[src/rtl/johnson_decoder.sv]
// rtl/johnson_decoder.sv - Johnson code decoder with HUNT/SYNC/LOCKED sequence tracking.
// Decodes each sample to a sequence index and flags out-of-order codes once locked.
module johnson_decoder #(
  parameter int WIDTH    = 4,
  parameter int LOCK_CNT = 3,
  parameter int MISS_MAX = 2,
  localparam int IW      = $clog2(2 * WIDTH)
) (
  input  logic             clk,
  input  logic             rst,
  input  logic             in_valid,
  input  logic [WIDTH-1:0] jc_in,
  output logic [IW-1:0]    idx,
  output logic             legal,
  output logic             locked,
  output logic             seq_err,
  output logic [7:0]       err_cnt
);

  typedef enum logic [1:0] {HUNT, SYNC, LOCKED} state_t;

  state_t         state_q, state_d;
  logic [3:0]     run_q, run_d;
  logic [3:0]     miss_q, miss_d;
  logic [IW-1:0]  ref_q, ref_d;
  logic [IW-1:0]  idx_q, idx_d;
  logic           legal_q, legal_d;
  logic           locked_q, locked_d;
  logic           seq_err_q, seq_err_d;
  logic [7:0]     err_cnt_q, err_cnt_d;

  logic [WIDTH-1:0] inv_code;
  logic             code_legal;
  logic [IW-1:0]    code_idx;
  logic [IW-1:0]    succ;
  logic             is_succ;
  logic [3:0]       miss_inc;
  int               pop;

  // A legal code is a run of ones anchored at bit 0 (MSB clear) or at the MSB (MSB set).
  always_comb begin
    pop      = 0;
    inv_code = ~jc_in;
    for (int i = 0; i < WIDTH; i++) begin
      pop = pop + int'(jc_in[i]);
    end
    if (jc_in[WIDTH-1]) begin
      code_legal = ((inv_code & (inv_code + WIDTH'(1))) == '0);
      code_idx   = IW'(2 * WIDTH - pop);
    end else begin
      code_legal = ((jc_in & (jc_in + WIDTH'(1))) == '0);
      code_idx   = IW'(pop);
    end
  end

  assign succ     = (ref_q == IW'(2 * WIDTH - 1)) ? '0 : ref_q + IW'(1);
  assign is_succ  = code_legal && (code_idx == succ);
  assign miss_inc = miss_q + 4'd1;

  always_comb begin
    state_d   = state_q;
    run_d     = run_q;
    miss_d    = miss_q;
    ref_d     = ref_q;
    idx_d     = idx_q;
    legal_d   = legal_q;
    err_cnt_d = err_cnt_q;
    seq_err_d = 1'b0;
    if (in_valid) begin
      legal_d = code_legal;
      if (code_legal) begin
        idx_d = code_idx;
      end
      case (state_q)
        HUNT: begin
          if (code_legal) begin
            ref_d = code_idx;
            if (LOCK_CNT == 1) begin
              state_d = LOCKED;
              miss_d  = 4'd0;
              run_d   = 4'd0;
            end else begin
              state_d = SYNC;
              run_d   = 4'd1;
            end
          end
        end
        SYNC: begin
          if (!code_legal) begin
            state_d = HUNT;
            run_d   = 4'd0;
          end else begin
            ref_d = code_idx;
            // run counts the anchor sample, so lock lands after LOCK_CNT successors.
            if (!is_succ) begin
              run_d = 4'd1;
            end else if (run_q >= 4'(LOCK_CNT)) begin
              state_d = LOCKED;
              miss_d  = 4'd0;
              run_d   = 4'd0;
            end else begin
              run_d = run_q + 4'd1;
            end
          end
        end
        LOCKED: begin
          if (is_succ) begin
            miss_d = 4'd0;
            ref_d  = code_idx;
          end else begin
            seq_err_d = 1'b1;
            if (err_cnt_q != 8'hFF) begin
              err_cnt_d = err_cnt_q + 8'd1;
            end
            // Illegal samples advance the reference as if the expected code arrived.
            ref_d = code_legal ? code_idx : succ;
            if (miss_inc >= 4'(MISS_MAX)) begin
              state_d = HUNT;
              miss_d  = 4'd0;
            end else begin
              miss_d = miss_inc;
            end
          end
        end
        default: state_d = HUNT;
      endcase
    end
    locked_d = (state_d == LOCKED);
  end

  always_ff @(posedge clk or posedge rst) begin
    if (rst) begin
      state_q   <= HUNT;
      run_q     <= 4'd0;
      miss_q    <= 4'd0;
      ref_q     <= '0;
      idx_q     <= '0;
      legal_q   <= 1'b0;
      locked_q  <= 1'b0;
      seq_err_q <= 1'b0;
      err_cnt_q <= 8'd0;
    end else begin
      state_q   <= state_d;
      run_q     <= run_d;
      miss_q    <= miss_d;
      ref_q     <= ref_d;
      idx_q     <= idx_d;
      legal_q   <= legal_d;
      locked_q  <= locked_d;
      seq_err_q <= seq_err_d;
      err_cnt_q <= err_cnt_d;
    end
  end

  assign idx     = idx_q;
  assign legal   = legal_q;
  assign locked  = locked_q;
  assign seq_err = seq_err_q;
  assign err_cnt = err_cnt_q;

endmodule

[config.mk]
export PLATFORM = sky130hd
export DESIGN_NAME = johnson_decoder
export DESIGN_NICKNAME = d
export VERILOG_FILES = /design/src/rtl/johnson_decoder.sv
export SDC_FILE = /design/constraint.sdc
export NUM_CORES = 1
export LEC_CHECK = 0
export ABC_AREA = 1
export CORE_MARGIN = 2
export CORE_UTILIZATION = 40
export CTS_CLUSTER_DIAMETER = 80
export DETAILED_ROUTE_END_ITERATION = 7
export PLACE_DENSITY = 0.74
export SLEW_MARGIN = 20
export SYNTH_ARGS = -nofsm -noshare
export SYNTH_HDL_FRONTEND = slang
export SYNTH_SLANG_ARGS = --single-unit
[constraint.sdc]
create_clock -name clk -period 1.45 [get_ports clk]
set_input_delay 0.29 -clock clk [delete_from_list [all_inputs] [get_ports clk]]
set_output_delay 0.29 -clock clk [all_outputs]
set_load 0.02 [all_outputs]
==> results.sh <==
export IMPL_vdd_drop_max_v=0.0006760
export IMPL_power_leakage_nw=1.310
export IMPL_track_usage_pct=18.91
export IMPL_grt_overflow_total=0
export IMPL_routed_wl_um=4032
export IMPL_ys_flop_type="dfrtp_1"
export IMPL_hold_path_class="in2async"
export IMPL_portBuffers=20
export IMPL_status="finished with violations"
export IMPL_crit_type="in2reg"
export IMPL_worstPathRequired_ns=1.61
export IMPL_cp_depth=17
export IMPL_clk_pin_slew_ns=0.09
export IMPL_grt_pass1_vias=1571
export IMPL_drt_iter0_drc=41
export IMPL_cts_tree="done"
export IMPL_cts_buffers=3
export IMPL_nets=303
export IMPL_fp_coreArea_um2=4000
export IMPL_whs_ns=0.3720
export IMPL_startpoint_type="input pin"
export IMPL_maxSlewHeadroom_pct=77.00
export IMPL_fin_skew_ns=0.005512
export IMPL_critPathLaunch="jc_in[0]"
export IMPL_synth_seq_cells=27
export IMPL_vias_per_cell=4.785
export IMPL_cp_buffers_inverters=6
export IMPL_reg2reg_depth=12
export IMPL_root_buffer="clkbuf_8"
export IMPL_pwr_density_cell_nw_per_um2=881.2
export IMPL_wl_per_cell_um=12.18
export IMPL_crit_path_frequent_cell="ha_4"
export IMPL_crit_path_end_kind="flip-flop"
export IMPL_die_area_um2=4692
export IMPL_layout_common_cells="48 x nand2_1, 33 x buf_4, 29 x inv_1"
export IMPL_clkLatencyLatePin_ns=0.27
export IMPL_fmax_mhz=411.7
export IMPL_slowest_stage="fa_1"
export IMPL_path_max_fanout=7
export IMPL_seq_area_frac_synth_pct=40.60
export IMPL_antenna_found_initial=0
export IMPL_dr_pass1_iters=4
export IMPL_synth_nets=238
export IMPL_cp_slowest_stage_delay_ns=0.56
export IMPL_ys_types=25
export IMPL_setup_ws_ns=-0.9791
export IMPL_initial_core_util_pct=41.60
export IMPL_drv_slew=0
export IMPL_grt_setup_unrepaired="true"
export IMPL_tightest_slew_ns=0.3450
export IMPL_violations="setup timing"
export IMPL_maxCapViolCount=0
export IMPL_drc_errors=0
export IMPL_layout_min_cycle_time_ns=2.429
export IMPL_cts_sinks=27
export IMPL_hold_violations=0
export IMPL_post_route_period_util_pct=167.5
export IMPL_synth_warnings=0
export IMPL_cp_top_family="adder cells"
export IMPL_chipWidth_um=68.50
export IMPL_r2r_end="err_cnt[7]$_DFFE_PP0P_"
export IMPL_drive_gt1_share_pct=37.72
export IMPL_synth_edf_count=0
export IMPL_final_common_cell="nand2_1"
export IMPL_syn_avg_cell_area_um2=7.669
export IMPL_antenna_cells=0
export IMPL_row_count=23
export IMPL_synthArstFlopShare_pct=100.0
export IMPL_grt_max_degree=28
export IMPL_cp_endpoint="err_cnt[0]$_DFFE_PP0P_"
export IMPL_placed_area_um2=2220
export IMPL_reg2reg_from="ref_q[0]$_DFFE_PP0P_"
export IMPL_h_tree_depth=1
export IMPL_setup_viol=22
export IMPL_antenna_left=0
export IMPL_worstPathArrival_ns=2.59
export IMPL_crit_chain="buf_8 -> inv_4 -> fa_1 -> inv_2 -> ha_4 -> ha_4 -> inv_4 -> ha_4 -> inv_2 -> nand2_2 -> nand3b_1 -> nand2_2 -> nor2_4 -> nand2_4 -> nand3_4 -> buf_4 -> xor2_1"
export IMPL_cts_hold_buf=0
export IMPL_grt_pass1_wl_um=6782
export IMPL_syn_cell_area_um2=1664
export IMPL_synthToLayoutAreaGrowth_pct=48.65
export IMPL_die_h_um=68.50
export IMPL_vias=1584
export IMPL_cts_buffer_depth=2
export IMPL_synth_cells=217
export IMPL_r2r_slack_ns=-0.39
export IMPL_io_pins=21
export IMPL_fin_area_um2=2474
export IMPL_place_hpwl_um=2782
export IMPL_gp_congestion=0.7920
[area by class of cell]
type	count	area, um^2
inverters	42	177.7
flip-flops and latches	27	675.6
well taps	50	62.56
fillers	325	1526
multi-input cells	148	991.0
repair inverters	1	7.507
clock buffers	4	45.04
repair buffers	59	514.2
[power breakdown]
group / leakage, nW / switching, mW / internal (mW)
Combinational: 0.943 / 0.466 / 0.403
Sequential: 0.344 / 0.0525 / 0.826
Clock: 0.0228 / 0.235 / 0.197
Total: 1.31 / 0.754 / 1.43
[registers in the layout (all words and copies together), names as in the netlist]
| signal | flops |
|---|---|
| idx | 3 |
| ref_q | 3 |
| locked | 1 |
| miss_q | 4 |
| err_cnt | 8 |
| legal | 1 |
| run_q | 4 |
| seq_err | 1 |
| state_q | 2 |
[layer usage]
metal | track usage [%] | part of all wire [%] | up-vias
met5 | 0 | 0 | -
met4 | 6.500 | 2.5 | 0
met3 | 2.110 | 2.2 | 11
met2 | 33.05 | 50 | 27
met1 | 24.17 | 46 | 744
li1 | - | - | 802
[kinds of logic after synthesis]
kind of cell             after synthesis  share of synthesized area, %
AO/OA/AOI/OAI                         22                         7.068
XOR/XNOR                               4                         2.106
adder cells (fa/ha/maj)               14                         10.98
buffers and inverters                 42                         9.624
flip-flops                            27                         40.60
AND/OR/NAND/NOR                      108                         29.62
[worst register-to-register path, delay by kind of cell (launching register included)]
kind	cells	cell delay [ns]
adder cells (fa/ha/maj)	2	0.37
AND/OR/NAND/NOR	8	0.73
flip-flops	1	0.40
buffers and inverters	2	0.22
[how the worst min path moves through the flow]
stage                                        end  cells past startpoint
after floorplan           err_cnt[0]$_DFFE_PP0P_                      1
after global placement      ref_q[1]$_DFFE_PP0P_                      2
after detailed placement    ref_q[1]$_DFFE_PP0P_                      2
after CTS                     idx[1]$_DFFE_PP0P_                      3
after global routing          idx[1]$_DFFE_PP0P_                      3
final                         idx[1]$_DFFE_PP0P_                      3
[what timing repair did]
action                     in CTS  in global routing
pin swaps                      21                 23
hold endpoints to repair        0                  0
setup endpoints to repair      41                 24
cloned                          1                  0
gates resized for setup        47                 34
buffers inserted                5                  4
[Yosys cell counts (4+ instances only)]
cell     instances  area [um^2]
nand2_1         59        221.5
inv_1           40        150.1
dfrtp_1         27        675.7
nor2_1          20        75.07
ha_1            13        162.7
o21ai_0         10        50.05
nand3_1          9        45.04
a21oi_1          6        30.03
nand4_1          5        31.28
nand2_2          4        25.02
o21ai_1          4        20.02
[stage by stage]
stage | setup slack, ns | setup TNS, ns | utilization (%) | std cells | power (mW)
final | -0.9791 | -18.11 | 61.84 | 331 | 2.180
after global routing | -1.113 | -20.64 | 61.84 | 331 | 2.302
after CTS | -0.9961 | -18.26 | 58.55 | 328 | 2.080
after detailed placement | -1.756 | -38.60 | 55.49 | 318 | 1.608
after global placement | -1.679 | -36.99 | 55.49 | 318 | 1.586
after floorplan | -1.003 | -18.69 | - | 217 | 1.327
No activity file was read; power rests on OpenSTA's default activity.
